`src/rtl/dmac_pkg.sv`:
```
// Shared types and AHB encodings for the DMA controller.
package dmac_pkg;

  typedef enum logic [2:0] {
    IDLE,
    LOAD,
    ACTIVE,
    DONE,
    ERROR
  } arb_state_e;

  localparam logic [1:0] HRESP_OKAY  = 2'b00;
  localparam logic [1:0] HRESP_ERROR = 2'b01;

  localparam logic [1:0] HTRANS_IDLE   = 2'b00;
  localparam logic [1:0] HTRANS_BUSY   = 2'b01;
  localparam logic [1:0] HTRANS_NONSEQ = 2'b10;
  localparam logic [1:0] HTRANS_SEQ    = 2'b11;

endpackage

```
`src/rtl/dmac_req_arbiter_if.sv`:
```
// Peripheral request / channel control bundle of the DMA request arbiter.
interface dmac_req_arbiter_if #(
  parameter int NUM_REQ = 4
);
  localparam int IDX_W = $clog2(NUM_REQ);

  logic [NUM_REQ-1:0] dma_req;
  logic [NUM_REQ-1:0] dma_ack;
  logic               suspend;
  logic               chan_irq;
  logic [1:0]         M_HResp;
  logic               cfg_load;
  logic [IDX_W-1:0]   grant_idx;
  logic               channel_en;
  logic               busy;
  logic               err_irq;
  logic [IDX_W-1:0]   err_idx;
  logic [NUM_REQ-1:0] mask_clr;
  logic [NUM_REQ-1:0] err_mask;

  modport master (
    input  dma_req, suspend, chan_irq, M_HResp, mask_clr,
    output dma_ack, cfg_load, grant_idx, channel_en, busy, err_irq, err_idx, err_mask
  );

  modport slave (
    output dma_req, suspend, chan_irq, M_HResp, mask_clr,
    input  dma_ack, cfg_load, grant_idx, channel_en, busy, err_irq, err_idx, err_mask
  );

endinterface

```
`src/rtl/dmac_rr_picker.sv`:
```
// Find-first-set over req_i starting at start_i, wrapping modulo NUM_REQ.
module dmac_rr_picker #(
  parameter int NUM_REQ = 4
) (
  input  logic [NUM_REQ-1:0]         req_i,
  input  logic [$clog2(NUM_REQ)-1:0] start_i,
  output logic [$clog2(NUM_REQ)-1:0] idx_o,
  output logic                       valid_o
);
  localparam int IDX_W = $clog2(NUM_REQ);

  logic [NUM_REQ-1:0] rot;

  // Rotating the doubled vector puts start_i at bit 0; the lowest set bit wins.
  assign rot = NUM_REQ'({req_i, req_i} >> start_i);

  always_comb begin
    int s;
    idx_o   = '0;
    valid_o = 1'b0;
    s       = 0;
    for (int k = NUM_REQ - 1; k >= 0; k--) begin
      if (rot[k]) begin
        s = int'(start_i) + k;
        if (s >= NUM_REQ) s = s - NUM_REQ;
        idx_o   = IDX_W'(s);
        valid_o = 1'b1;
      end
    end
  end

endmodule

```
`src/rtl/dmac_req_arbiter.sv`:
```
// DMA request arbiter: grants one peripheral at a time to the channel datapath.
// Build option DMAC_ARB_FIXED_PRIO_EN replaces round-robin with lowest-index priority.
module dmac_req_arbiter
  import dmac_pkg::*;
#(
  parameter int NUM_REQ = 4
) (
  input  logic                clk,
  input  logic                rst,
  dmac_req_arbiter_if.master  bus
);
  // IDLE   | wait for an eligible request
  // LOAD   | cfg_load strobe for grant_idx
  // ACTIVE | transfer running, channel_en = ~suspend
  // DONE   | dma_ack pulse, advance pointer
  // ERROR  | err_irq pulse, mask requester, advance pointer
  localparam int IDX_W = $clog2(NUM_REQ);
  typedef logic [NUM_REQ-1:0] vec_t;

  arb_state_e       state_q, state_d;
  logic [IDX_W-1:0] grant_q, grant_d;
  logic [IDX_W-1:0] err_idx_q, err_idx_d;
  vec_t             err_mask_q, err_mask_d;
  vec_t             last_ack_q, last_ack_d;
  vec_t             eligible, grant_oh;
  logic [IDX_W-1:0] pick_idx, pick_start;
  logic             pick_valid;
  logic             cfg_load_c, chan_en_c, err_irq_c;
  vec_t             ack_c;

  assign eligible = bus.dma_req & ~err_mask_q & ~last_ack_q;
  assign grant_oh = vec_t'(1) << grant_q;

`ifdef DMAC_ARB_FIXED_PRIO_EN
  assign pick_start = '0;
`else
  logic [IDX_W-1:0] rr_ptr_q, rr_ptr_d;
  logic [IDX_W-1:0] next_ptr;

  assign next_ptr   = (int'(grant_q) == NUM_REQ - 1) ? '0 : grant_q + 1'b1;
  assign pick_start = rr_ptr_q;

  always_comb begin
    rr_ptr_d = rr_ptr_q;
    if (state_q == DONE || state_q == ERROR) rr_ptr_d = next_ptr;
  end

  always_ff @(posedge clk or posedge rst) begin
    if (rst) rr_ptr_q <= '0;
    else     rr_ptr_q <= rr_ptr_d;
  end
`endif

  dmac_rr_picker #(.NUM_REQ(NUM_REQ)) u_picker (
    .req_i   (eligible),
    .start_i (pick_start),
    .idx_o   (pick_idx),
    .valid_o (pick_valid)
  );

  always_ff @(posedge clk or posedge rst) begin
    if (rst) begin
      state_q    <= IDLE;
      grant_q    <= '0;
      err_idx_q  <= '0;
      err_mask_q <= '0;
      last_ack_q <= '0;
    end else begin
      state_q    <= state_d;
      grant_q    <= grant_d;
      err_idx_q  <= err_idx_d;
      err_mask_q <= err_mask_d;
      last_ack_q <= last_ack_d;
    end
  end

  always_comb begin
    state_d    = state_q;
    grant_d    = grant_q;
    err_idx_d  = err_idx_q;
    err_mask_d = err_mask_q & ~bus.mask_clr;
    last_ack_d = '0;
    cfg_load_c = 1'b0;
    chan_en_c  = 1'b0;
    err_irq_c  = 1'b0;
    ack_c      = '0;
    case (state_q)
      IDLE: begin
        if (pick_valid) begin
          grant_d = pick_idx;
          state_d = LOAD;
        end
      end
      LOAD: begin
        cfg_load_c = 1'b1;
        state_d    = ACTIVE;
      end
      ACTIVE: begin
        chan_en_c = ~bus.suspend;
        if (bus.M_HResp == HRESP_ERROR) state_d = ERROR;
        else if (bus.chan_irq)          state_d = DONE;
      end
      DONE: begin
        ack_c      = grant_oh;
        last_ack_d = grant_oh;
        state_d    = IDLE;
      end
      ERROR: begin
        // Applied after the clear so a coincident mask_clr loses.
        err_irq_c  = 1'b1;
        err_mask_d = err_mask_d | grant_oh;
        err_idx_d  = grant_q;
        state_d    = IDLE;
      end
      default: state_d = IDLE;
    endcase
  end

  assign bus.cfg_load   = cfg_load_c;
  assign bus.channel_en = chan_en_c;
  assign bus.dma_ack    = ack_c;
  assign bus.err_irq    = err_irq_c;
  assign bus.busy       = (state_q != IDLE);
  assign bus.grant_idx  = grant_q;
  assign bus.err_idx    = (state_q == ERROR) ? grant_q : err_idx_q;
  assign bus.err_mask   = err_mask_q;

endmodule

```
`src/flat_wrapper.sv`:
```
// flat-port wrapper written by rule: the top's interface ports become plain ports
module dmac_req_arbiter_flat import dmac_pkg::*;
#(
  parameter int NUM_REQ = 4
)
  (clk, rst, bus_dma_req, bus_suspend, bus_chan_irq, bus_M_HResp, bus_mask_clr, bus_dma_ack, bus_cfg_load, bus_grant_idx, bus_channel_en, bus_busy, bus_err_irq, bus_err_idx, bus_err_mask);
  dmac_req_arbiter_if #(.NUM_REQ(NUM_REQ)) bus_i ();
  input  logic clk;
  input  logic rst;
  input wire logic [$bits(bus_i.dma_req)-1:0] bus_dma_req;
  input wire logic [$bits(bus_i.suspend)-1:0] bus_suspend;
  input wire logic [$bits(bus_i.chan_irq)-1:0] bus_chan_irq;
  input wire logic [$bits(bus_i.M_HResp)-1:0] bus_M_HResp;
  input wire logic [$bits(bus_i.mask_clr)-1:0] bus_mask_clr;
  output wire logic [$bits(bus_i.dma_ack)-1:0] bus_dma_ack;
  output wire logic [$bits(bus_i.cfg_load)-1:0] bus_cfg_load;
  output wire logic [$bits(bus_i.grant_idx)-1:0] bus_grant_idx;
  output wire logic [$bits(bus_i.channel_en)-1:0] bus_channel_en;
  output wire logic [$bits(bus_i.busy)-1:0] bus_busy;
  output wire logic [$bits(bus_i.err_irq)-1:0] bus_err_irq;
  output wire logic [$bits(bus_i.err_idx)-1:0] bus_err_idx;
  output wire logic [$bits(bus_i.err_mask)-1:0] bus_err_mask;
  assign bus_i.dma_req = bus_dma_req;
  assign bus_i.suspend = bus_suspend;
  assign bus_i.chan_irq = bus_chan_irq;
  assign bus_i.M_HResp = bus_M_HResp;
  assign bus_i.mask_clr = bus_mask_clr;
  assign bus_dma_ack = bus_i.dma_ack;
  assign bus_cfg_load = bus_i.cfg_load;
  assign bus_grant_idx = bus_i.grant_idx;
  assign bus_channel_en = bus_i.channel_en;
  assign bus_busy = bus_i.busy;
  assign bus_err_irq = bus_i.err_irq;
  assign bus_err_idx = bus_i.err_idx;
  assign bus_err_mask = bus_i.err_mask;
  dmac_req_arbiter #(.NUM_REQ(NUM_REQ)) u_core (.clk(clk), .rst(rst), .bus(bus_i));
endmodule
```
`config.mk`:
```
export PLATFORM = sky130hd
export DESIGN_NAME = dmac_req_arbiter_flat
export DESIGN_NICKNAME = d
export VERILOG_FILES = /design/src/rtl/dmac_pkg.sv /design/src/rtl/dmac_req_arbiter_if.sv /design/src/rtl/dmac_rr_picker.sv /design/src/rtl/dmac_req_arbiter.sv /design/src/flat_wrapper.sv
export SDC_FILE = /design/constraint.sdc
export NUM_CORES = 1
export LEC_CHECK = 0
export ABC_AREA = 1
export ABC_CLOCK_PERIOD_IN_PS = 1800
export BUFFER_PORTS_ARGS = -buffer_cell sky130_fd_sc_hd__buf_4
export CAP_MARGIN = 20
export CORE_ASPECT_RATIO = 1.25
export CORE_MARGIN = 10
export CORE_UTILIZATION = 50
export CTS_CLUSTER_DIAMETER = 120
export DETAILED_ROUTE_END_ITERATION = 8
export PLACE_DENSITY = 0.85
export SETUP_SLACK_MARGIN = 0.15
export SKIP_CTS_REPAIR_TIMING = 1
export SLEW_MARGIN = 10
export SYNTH_ARGS = -nofsm -noshare
export SYNTH_HDL_FRONTEND = slang
export SYNTH_HIERARCHICAL = 1
export SYNTH_SLANG_ARGS = --single-unit
```
`constraint.sdc`:
```
create_clock -name clk -period 1.8 [get_ports clk]
set_clock_uncertainty 0.1 [all_clocks]
set_input_delay 0.09 -clock clk [delete_from_list [all_inputs] [get_ports clk]]
set_output_delay 0.09 -clock clk [all_outputs]
set_load 0.005 [all_outputs]
```
# After elaboration in Yosys (flattened, before gate mapping)
# Cells that the tools add are included.
word_totals:
  regBits: 17
  output_inout_bits: 16
  word_cells: 64
op_classes:
  n_addsub: 8
  magnitude_cmp: 4
  n_eq_ne: 8
  shifts: 2
  mux: 23
  n_bitwise: 8
  n_reduce_logical: 5
op_table:
  columns: ["operator", "count"]
  rows:
  - ["2-bit 2-to-1 mux", 10]
  - ["4-bit bitwise AND", 3]
  - ["4-bit NOT", 3]
  - ["3-bit greater-or-equal comparator (second input constant)", 3]
  - ["3-bit 2-to-1 mux", 3]
  - ["3-bit case mux with 3 select lines", 1]
  - ["4-bit 2-to-1 mux", 2]
  - ["8-bit by 2-bit >> shifter with 4-bit output", 1]
  - ["2-bit by 1-bit subtractor with 2-bit output (second input constant)", 4]
  - ["1-bit 2-to-1 mux", 7]
  - ["2-bit by 2-bit adder with 3-bit output (second input constant)", 2]
  - ["3-bit by 2-bit equality test with 1-bit output (second input constant)", 2]
  - ["2-bit by 1-bit equality test with 1-bit output (second input constant)", 2]
  - ["4-bit OR", 1]
  - ["2-bit AND reduction", 2]
  - ["1-bit by 2-bit left shift with 4-bit output (first input constant)", 1]
  - ["2-bit by 1-bit adder with 3-bit output (second input constant)", 1]
  - ["3-bit by 1-bit equality test with 1-bit output (second input constant)", 1]
  - ["3-bit equality test (second input constant)", 1]
  - ["2-bit by 3-bit greater-or-equal comparator with 1-bit output (second input constant)", 1]
  - ["3-bit zero test", 1]
  - ["3-bit by 2-bit != test with 1-bit output (second input constant)", 1]
  - ["3-bit nonzero test", 1]
  - ["2-bit by 1-bit adder with 2-bit output (second input constant)", 1]
  - ["other kinds (3)", 3]

# Depth between registers and ports, before layout
# Gate-level depths: netlist of run 1.
logic_depth:
  ltp_word: 10
  mapped_depth: 13
  ltp_nobuf: 13

# Hierarchy
# The synthesis of run 1 kept the hierarchy.
by_module_without_submodules:
  columns: ["module", "instances", "cells_each", "area_per_inst_um2", "seq_area_each_um2"]
  rows:
  - ["dmac_req_arbiter", 1, 93, 794.5, 425.4]
  - ["dmac_rr_picker", 1, 49, 250.2, 0.0]

# Least setup slack after synthesis of run 1
# No wires, ideal clock.
synth_timing:
  path_kind: "register to register"
  startpoint: "register u_core.err_mask_q[1], in the netlist u_core/bus.err_mask[1]"
  endpoint: "register u_core.grant_q[1], in the netlist u_core/bus.grant_idx[1]"
  t_arrival_ps: 1270
  required_time_ps: 1572
  path_slack_ps: 302
  stages_incl_launch_ff: 13
  path_buffers: 0
  path_cell_list: "dfrtp_1 inv_1 nand2_1 nor2_1 nand2_1 o21ai_1 nand2_1 nand3_1 o21ai_0 nand2_1 nand2_1 nand2_1 o21ai_0"
synth_between:
  word_cells_on_any_way: 13
  classes_between: "1 x shift; 8 x mux; 3 x bitwise; 1 x reduce/logical"
synth_lines:
  columns: ["element", "line", "text"]
  rows:
  - ["start, declared", "dmac_req_arbiter.sv:23", "vec_t err_mask_q, err_mask_d;"]
  - ["start signal, assigned", "dmac_req_arbiter.sv:72", "err_mask_q <= err_mask_d;"]
  - ["4-bit NOT (*)", "dmac_req_arbiter.sv:31", "assign eligible = bus.dma_req & ~err_mask_q & ~last_ack_q;"]
  - ["4-bit bitwise AND (*) (2 in series)", "dmac_req_arbiter.sv:31", null]
  - ["named net u_core.eligible[1]", "dmac_req_arbiter.sv:25", "vec_t eligible, grant_oh;"]
  - ["8-bit by 2-bit >> shifter with 4-bit output (*)", "dmac_rr_picker.sv:15", "assign rot = NUM_REQ'({req_i, req_i} >> start_i);"]
  - ["2-bit 2-to-1 mux (3 in series)", "dmac_rr_picker.sv:23", "if (rot[k]) begin"]
  - ["2-bit 2-to-1 mux (*)", "dmac_rr_picker.sv:23", null]
  - ["named net u_core.pick_idx[1]", "dmac_req_arbiter.sv:26", "logic [IDX_W-1:0] pick_idx, pick_start;"]
  - ["end signal, assigned", "dmac_req_arbiter.sv:70", "grant_q <= grant_d;"]
  - ["end, declared", "dmac_req_arbiter.sv:21", "logic [IDX_W-1:0] grant_q, grant_d;"]
# Mark *: on every way through the listed nets, which the timed path passes. The rest lies on a longest branch.
# A chain may end at the register's enable or synchronous reset.

# Worst setup path in the final report of run 1
layout_timing:
  startpoint: "register u_core.state_q[1]"
  endpoint: "output port bus_err_idx[0]"
layout_between:
  elab_chain_len: 2
layout_rtl:
  columns: ["element", "line", "text"]
  rows:
  - ["start, declared", "dmac_req_arbiter.sv:20", "arb_state_e state_q, state_d;"]
  - ["start signal, assigned", "dmac_req_arbiter.sv:69", "state_q <= state_d;"]
  - ["3-bit equality test", "dmac_req_arbiter.sv:125", "assign bus.err_idx = (state_q == ERROR) ? grant_q : err_idx_q;"]
  - ["2-bit 2-to-1 mux", "dmac_req_arbiter.sv:125", null]
  - ["end, declared", "flat_wrapper.sv:21", "output wire logic [$bits(bus_i.err_idx)-1:0] bus_err_idx;"]
# Every way passes these cells.

==> results of run 1 <==
## layout make-up
type	instances	area (um^2)	share of cell area [%]
well taps	20	25.02	1.733
multi-input cells	96	556.8	38.56
flip-flops and latches	17	426.7	29.55
clock buffers	4	26.28	1.820
repair buffers	38	302.8	20.97
inverters	27	106.4	7.366
## final timing paths
path                                             startpoint                                  end  slack, ns  cells after the start
max                           u_core/state_q[1]$_DFFE_PP0P_                       bus_err_idx[0]       0.21                      5
min                                            bus_chan_irq        u_core/state_q[0]$_DFFE_PP0P_       0.03                      5
max reg2reg                u_core/bus.err_mask[0]$_DFF_PP0_  u_core/bus.grant_idx[1]$_DFFE_PP0P_       0.21                     12
min in group asynchronous                               rst     u_core/pick_start[1]$_DFFE_PP0P_       0.37                      3
max in group asynchronous                               rst     u_core/pick_start[0]$_DFFE_PP0P_       0.77                      3
min reg2reg                   u_core/err_idx_q[1]$_DFF_PP0_        u_core/err_idx_q[1]$_DFF_PP0_       0.38                      2
## registers in the layout, indices dropped and copies added, names as in the netlist
signal / cells
u_core/bus.grant_idx: 2
u_core/bus.err_mask: 4
u_core/pick_start: 2
u_core/state_q: 3
u_core/err_idx_q: 2
u_core/last_ack_q: 4
## power breakdown
part           total (mW)  leakage, nW  internal, mW  switching, mW
Combinational        1.14        0.579         0.481          0.663
Clock               0.202       0.0150        0.0860          0.116
Sequential          0.666        0.225         0.491          0.175
Total                2.01        0.819          1.06          0.955
## synthesized netlist by cell type
cell and instances:
nand2_1 33, inv_1 26, nor2_1 18, dfrtp_1 17
nand3_1 14, nand2_2 6, ha_1 4, o21ai_0 4
o22ai_1 4, a21oi_1 2, buf_6 2, nand2_4 2
nor2_2 2, o21ai_1 2, o21ai_2 2, inv_6 1
nand3_2 1, nor3_1 1, xnor2_1 1
## worst reg2reg max path, stage by stage, from the launching register on
cell and delay [ns]:
dfrtp_1 0.40, inv_2 0.06, nand2_1 0.05, nor2_2 0.15
inv_2 0.06, o21ai_2 0.19, nand2_2 0.09, nand3_1 0.07
o21ai_1 0.06, nand2_1 0.07, nand2_1 0.05, nand2_1 0.06
o21ai_1 0.06
## layer usage
layer	global-route usage, %	vias to the layer above	share of wire [%]	wire [um]
met5	0	-	0	0
met4	3.178	0	0.37	10
met3	2.857	4	4.8	129
met2	20.20	28	55	1503
met1	12.62	456	39	1070
li1	-	520	-	-
## cell families after synthesis
kind of cell             count (synthesis)  synth area share (%)
buffers and inverters                   29                 12.33
AO/OA/AOI/OAI                           14                 7.904
XOR/XNOR                                 1                0.8385
flip-flops                              17                 40.72
AND/OR/NAND/NOR                         77                 33.41
adder cells (fa/ha/maj)                  4                 4.791
## through the flow
step / instances / total power, mW / utilization [%] / setup WS [ns]
after floorplan: 142 / 1.350 / - / 0.3024
after global placement: 189 / 1.616 / 63.83 / 0.1340
after detailed placement: 189 / 1.649 / 63.83 / 0.1243
after CTS: 193 / 1.855 / 65.15 / 0.02857
after global routing: 202 / 2.209 / 72.85 / 0.007242
final: 202 / 2.013 / 72.85 / 0.2096
==> impl_metrics.ini, run 1 <==
[synthesis]
syn_inst = 142
ys_seq_area_share_pct = 40.72
synth.cell_area_um2 = 1045
synth.top_cell.area_share_pct = 40.72
ys_ff_latch = 17
ys_warn_count = 6
synth_top_cell_by_area = dfrtp_1
synth_fp_nets = 160
synth_area_leaders = dfrtp_1 41%, nand2_1 12%, inv_1 9.3%
avgSynthCellArea_um2 = 7.357
ys_types = 19

[critical_path]
critPathCaptureType = output pin
cp_max_fo = 12
cpMaxStageDelayCell = dfrtp_1
crit_type = register to output pin
slowest_delay_ns = 0.49
critical-path-top-delay-family = flip-flops
path_cells = nor2_4, nand2_4, nand2_1, o21ai_2, buf_4
critPathBufInv = 1
arrival_ns = 1.40
startpoint_type = register
crit_required_ns = 1.61

[power_and_ir_drop]
leakage_nw = 0.8189
peakVddDrop_v = 0.0009563
power_density_nw_per_um2 = 1394

[sta]
final.period_utilization_pct = 88.36
worstMarginPinSlew_ns = 0.6792
setup_viol = 0
report.final.slew_viol_count = 0
setup_tns_ns = 0
rsz0062_at_grt = yes
holdWs_ns = 0.03468
relSlewSlack_pct = 54.67
finalCriticalPeriod_ns = 1.590
fmaxAchievable_mhz = 628.8
final-hold-violation-count = 0

[placed_design]
placed_area_um2 = 1265
io_buffers = 29
dp_hpwl_um = 1961
place.gp.congestion = 0.8901

[global_routing]
gr-total-overflow = 0
antenna_found_initial = 0
grt_max_degree = 18
grt_pass1_vias = 936
grt_first_pass_wirelength_um = 3974
grtUsageTotal_pct = 11.36

[hold_path]
hold_class = input pin to register

[floorplanning]
dieHeight_um = 71.11
coreArea_um2 = 1982
die_area_um2 = 4329
io_pins = 30
rows = 18
die_w_um = 60.89
start_util_pct = 52.71

[drt]
via_count = 1008
firstDrtPassIters = 4
drt-total-wl_um = 2713
drtIter0Drc = 37
viasPerCell = 4.990
route.detailed.drc = 0
wl_per_cell_um = 13.43
ant_nets = 0

[final_layout]
drive_gt1_share_pct = 36.81
nNetsFinal = 201
n_fill_cell = 153
final_common_cell = buf_4
syn2layout_area_growth_pct = 38.20
final_area_um2 = 1444
layout_common_cells = 31 x buf_4, 29 x nand2_1, 20 x inv_1
diodes = 0

[clocking]
clk_latency_ns = 0.29
cts_tree = yes
cts.reportedPaths.clkPinSlew_ns = 0.10
cts.sinks = 17
htreeDepth = 1
cts_inserted_buffers = 3
cts_buffer_depth = 2
root_buffer = clkbuf_4

[flow_run]
cap_violations = 0

[run_status]
outcome = finished clean
Note: power is estimated with default switching activity, not from simulation.
==> run 2, diff against run 1 <==
ABC_CLOCK_PERIOD_IN_PS = 1400   (was 1800)
CELL_PAD_IN_SITES_DETAIL_PLACEMENT = 1   (was not set)
CELL_PAD_IN_SITES_GLOBAL_PLACEMENT = 2   (was not set)
CORE_UTILIZATION = 25   (was 50)
PLACE_DENSITY = 0.82   (was 0.85)
clock period = 1.4 ns   (was 1.8 ns; I/O delays follow)
==> impl_metrics.ini, run 2 (synthesized netlist as in run 1, its figures left out) <==
[final_layout]
syn2layout_area_growth_pct = 100.1
drive_gt1_share_pct = 68.30
diodes = 0
fin_util_pct = 51.42
final_common_cell = buf_4
layout_common_cells = 52 x buf_4, 19 x buf_6, 17 x nand2_1
nNetsFinal = 243

[critical_path]
critPathCaptureType = register
reg2reg_slack_ns = -0.19
path_cells = inv_2, nand2_2, nor2_4, inv_2, o21ai_2, nand2_2, nand3_2, o21ai_2, nand2_1, nand2_1, nand2_1, o21ai_1
cpMaxStageDelayCell = dfrtp_1
crit_required_ns = 1.44
cp_max_fo = 2
critPathBufInv = 2
path_common_cell = nand2_1
crit_type = register to register
critical-path-top-delay-family = simple AND/OR/NAND/NOR gates
arrival_ns = 1.63
startpoint_type = register
slowest_delay_ns = 0.39

[global_routing]
grt_max_degree = 18
grt_first_pass_wirelength_um = 5616
grt_pass1_vias = 1236
gr-total-overflow = 0
antenna_found_initial = 0
grtUsageTotal_pct = 9.441

[flow_run]
cap_violations = 0

[sta]
finalCriticalPeriod_ns = 1.590
final-hold-violation-count = 0
relSlewSlack_pct = 80.77
setup_viol = 13
report.final.slew_viol_count = 0
setup_ws_ns = -0.1901
worstMarginPinSlew_ns = 0.2881
rsz0062_at_grt = yes
fmaxAchievable_mhz = 628.9
setup_tns_ns = -1.128
final.period_utilization_pct = 113.6

[clocking]
cts_inserted_buffers = 3
cts_buffer_depth = 2
root_buffer = clkbuf_8
clk_latency_ns = 0.26
cts.reportedPaths.clkPinSlew_ns = 0.08
cts_tree = yes
htreeDepth = 1
cts.sinks = 17

[drt]
viasPerCell = 4.521
firstDrtPassIters = 2
drtIter0Drc = 23
wl_per_cell_um = 16.29
via_count = 1266
ant_nets = 0
route.detailed.drc = 0
drt-total-wl_um = 4560

[placed_design]
dp_hpwl_um = 2722
io_buffers = 29
place.gp.congestion = 0.7871

[floorplanning]
io_pins = 30
start_util_pct = 25.69
rows = 26
dieHeight_um = 92.28
coreArea_um2 = 4066
die_area_um2 = 7181
die_w_um = 77.82

[power_and_ir_drop]
power_density_nw_per_um2 = 1848
leakage_nw = 1.081
peakVddDrop_v = 0.001067

[hold_path]
hold_class = input pin to register

[run_status]
violations = negative setup slack
outcome = complete, but fails checks
## run 2: changes by cell type in the layout (fill, tap and decap cells not counted), moves of 6 or more
cell	previous run	this run
nand2_1	29	17
nor2_1	14	7
nand2_2	9	16
nand3_1	11	5
inv_1	20	10
nand2_4	3	9
buf_4	31	52
inv_2	6	16
buf_6	0	19
## run 2: through the flow
stage / hold WS (ns) / instances / setup WS, ns / cell area, um^2 / power, mW
6_report: 0.03829 / 280 / -0.1901 / 2091 / 3.863
5_1_grt: 0.08467 / 280 / -0.3045 / 2091 / 4.149
4_1_cts: -0.2690 / 248 / -0.2711 / 1536 / 2.903
3_5_place_dp: 0.01269 / 244 / -0.1815 / 1488 / 2.488
3_3_place_gp: 0.004404 / 244 / -0.1288 / 1488 / 2.423
2_1_floorplan: -0.1039 / 142 / -0.02622 / 1067 / 1.773
## run 2: path summary, 6_finish.rpt
path                                             startpoint                             endpoint  cells past startpoint
hold reg to reg               u_core/err_idx_q[1]$_DFF_PP0_        u_core/err_idx_q[1]$_DFF_PP0_                      2
min in group asynchronous                               rst        u_core/state_q[1]$_DFFE_PP0P_                      4
max in group asynchronous                               rst        u_core/state_q[2]$_DFFE_PP0P_                      4
setup reg to reg           u_core/bus.err_mask[0]$_DFF_PP0_  u_core/bus.grant_idx[1]$_DFFE_PP0P_                     12
setup / recovery           u_core/bus.err_mask[0]$_DFF_PP0_  u_core/bus.grant_idx[1]$_DFFE_PP0P_                     12
hold / removal                                 bus_chan_irq        u_core/state_q[0]$_DFFE_PP0P_                      5
## run 2: per-layer routing
layer	routed length (um)	up-vias	track usage (%)
met3	81	8	1.855
li1	-	602	-
met5	0	-	0
met1	1600	636	8.998
met2	2818	20	19.25
met4	59	0	2.896
## run 2: final cells by class
type | count | area [um^2]
multi-input cells | 97 | 742.0
clock buffers | 3 | 41.29
repair buffers | 79 | 694.4
well taps | 56 | 70.07
inverters | 27 | 106.4
clock inverters | 1 | 7.507
fillers | 471 | 1976
flip-flops and latches | 17 | 429.2
## run 2: worst min-delay path, cell delays in order
cell	delay, ns
buf_4	0.08
a21oi_1	0.03
nand2_1	0.05
nand2_1	0.04
nor2_1	0.09
## run 2: report_power, final
group	switching [mW]	total [mW]	internal, mW	leakage [nW]
Clock	0.197	0.398	0.201	0.0217
Combinational	1.43	2.66	1.23	0.837
Sequential	0.167	0.804	0.637	0.221
Total	1.80	3.86	2.07	1.08
==> run 3, diff against run 2 <==
CELL_PAD_IN_SITES_GLOBAL_PLACEMENT = 1   (was 2)
CORE_UTILIZATION = 32   (was 25)
==> impl_metrics.ini, run 3 (synthesized netlist as in run 1, its figures left out) <==
[run_status]
outcome = complete, but fails checks
violations = negative setup slack

[drt]
via_count = 1147
wl_per_cell_um = 17.23
viasPerCell = 4.840
ant_nets = 0
firstDrtPassIters = 4
drtIter0Drc = 42
drt-total-wl_um = 4083
route.detailed.drc = 0

[critical_path]
startpoint_type = register
cp_max_fo = 12
reg2reg_slack_ns = -0.20
crit_required_ns = 1.23
arrival_ns = 1.49
ff2ff_path_depth = 12
rr_endpoint = u_core/bus.grant_idx[1]$_DFFE_PP0P_
critPathCaptureType = output pin
crit_type = register to output pin
reg2reg_from = u_core/bus.err_mask[0]$_DFF_PP0_

[final_layout]
layout_common_cells = 47 x buf_4, 24 x nand2_1, 17 x inv_1, 17 x dfrtp_1, 15 x nand2_2
syn2layout_area_growth_pct = 60.84
nNetsFinal = 219
drive_gt1_share_pct = 48.50
final_area_um2 = 1680
fin_util_pct = 53.08
final_common_cell = buf_4
diodes = 0

[clocking]
cts.reportedPaths.clkPinSlew_ns = 0.07
cts_tree = yes
clk_latency_ns = 0.26
cts.sinks = 17
htreeDepth = 1
cts_inserted_buffers = 3
root_buffer = clkbuf_8
cts_buffer_depth = 2

[global_routing]
antenna_found_initial = 0
grt_max_degree = 18
grt_first_pass_wirelength_um = 5658
grt_pass1_vias = 1197
grtUsageTotal_pct = 11.65
gr-total-overflow = 0

[hold_path]
hold_class = input pin to register
hold_path_depth = 5
holdPathEnd = u_core/state_q[0]$_DFFE_PP0P_
hp-start = bus_chan_irq

[power_and_ir_drop]
leakage_nw = 0.9071
power_density_nw_per_um2 = 1892
peakVddDrop_v = 0.001025
power.total_mw = 3.178

[sta]
finalCriticalPeriod_ns = 1.657
relSlewSlack_pct = 80.45
final-hold-violation-count = 0
final.period_utilization_pct = 118.4
rsz0062_at_grt = yes
setup_viol = 12
report.final.slew_viol_count = 0
setup_tns_ns = -1.626
setup_ws_ns = -0.2571
worstMarginPinSlew_ns = 0.2933
fmaxAchievable_mhz = 603.5

[floorplanning]
rows = 23
coreArea_um2 = 3166
start_util_pct = 33.00
dieHeight_um = 83.89
io_pins = 30
die_w_um = 71.11
die_area_um2 = 5965

[placed_design]
dp_hpwl_um = 2927
io_buffers = 29
dp_slack_ns = -0.2538
place.gp.congestion = 0.8352
placed_area_um2 = 1421

[flow_run]
cap_violations = 0
## run 3: changes by cell type in the layout (fill, tap and decap cells not counted), moves of 4 or more
cell,before,now
nand3_2,8,3
nand2_4,9,2
buf_4,52,47
nand2_1,17,24
inv_2,16,9
nand3_1,5,10
inv_1,10,17
buf_6,19,2
nor2_1,7,11
## run 3: worst max path at each step
stage,to,cells past startpoint,start
2_1_floorplan,u_core/bus.grant_idx[0]$_DFFE_PP0P_,12,u_core/bus.err_mask[3]$_DFF_PP0_
5_1_grt,u_core/bus.grant_idx[1]$_DFFE_PP0P_,12,u_core/bus.err_mask[0]$_DFF_PP0_
6_report,bus_err_idx[0],6,u_core/state_q[1]$_DFFE_PP0P_
3_3_place_gp,u_core/bus.grant_idx[1]$_DFFE_PP0P_,12,u_core/bus.err_mask[3]$_DFF_PP0_
3_5_place_dp,u_core/bus.grant_idx[1]$_DFFE_PP0P_,12,u_core/bus.err_mask[0]$_DFF_PP0_
4_1_cts,u_core/bus.grant_idx[1]$_DFFE_PP0P_,12,u_core/bus.err_mask[0]$_DFF_PP0_
## run 3: where the power goes
| part | switching [mW] | internal (mW) | total (mW) | leakage [nW] |
|---|---|---|---|---|
| Combinational | 1.14 | 0.845 | 1.98 | 0.659 |
| Sequential | 0.181 | 0.630 | 0.811 | 0.226 |
| Clock | 0.184 | 0.203 | 0.387 | 0.0228 |
## run 3: final cells by class
type | count | area [um^2]
clock buffer | 4 | 45.04
fill | 399 | 1485
inverter | 27 | 106.4
multi-input combinational | 96 | 611.8
sequential | 17 | 425.4
tap | 37 | 46.29
timing repair buffer | 56 | 445.4
## run 3: critical path: stages (launching register included)
cell	delay [ns]
dfrtp_1	0.48
nor2_2	0.18
nand2_1	0.08
buf_4	0.19
nand2_1	0.09
o21ai_2	0.06
buf_4	0.14
## run 3: per-layer routing
layer / track usage [%] / part of all wire [%] / up-vias
li1: - / - / 554
met1: 10.99 / 36 / 551
met2: 23.11 / 59 / 33
met3: 2.024 / 2.9 / 9
met4: 4.938 / 2.3 / 0
met5: 0 / 0 / -
## run 3: per-stage QoR
step           std cells  hold slack, ns
4_1_cts              225         -0.2587
3_5_place_dp         221         0.01532
6_report             237         0.04582
2_1_floorplan        142         -0.1039
3_3_place_gp         221        0.002511
5_1_grt              237         0.05832
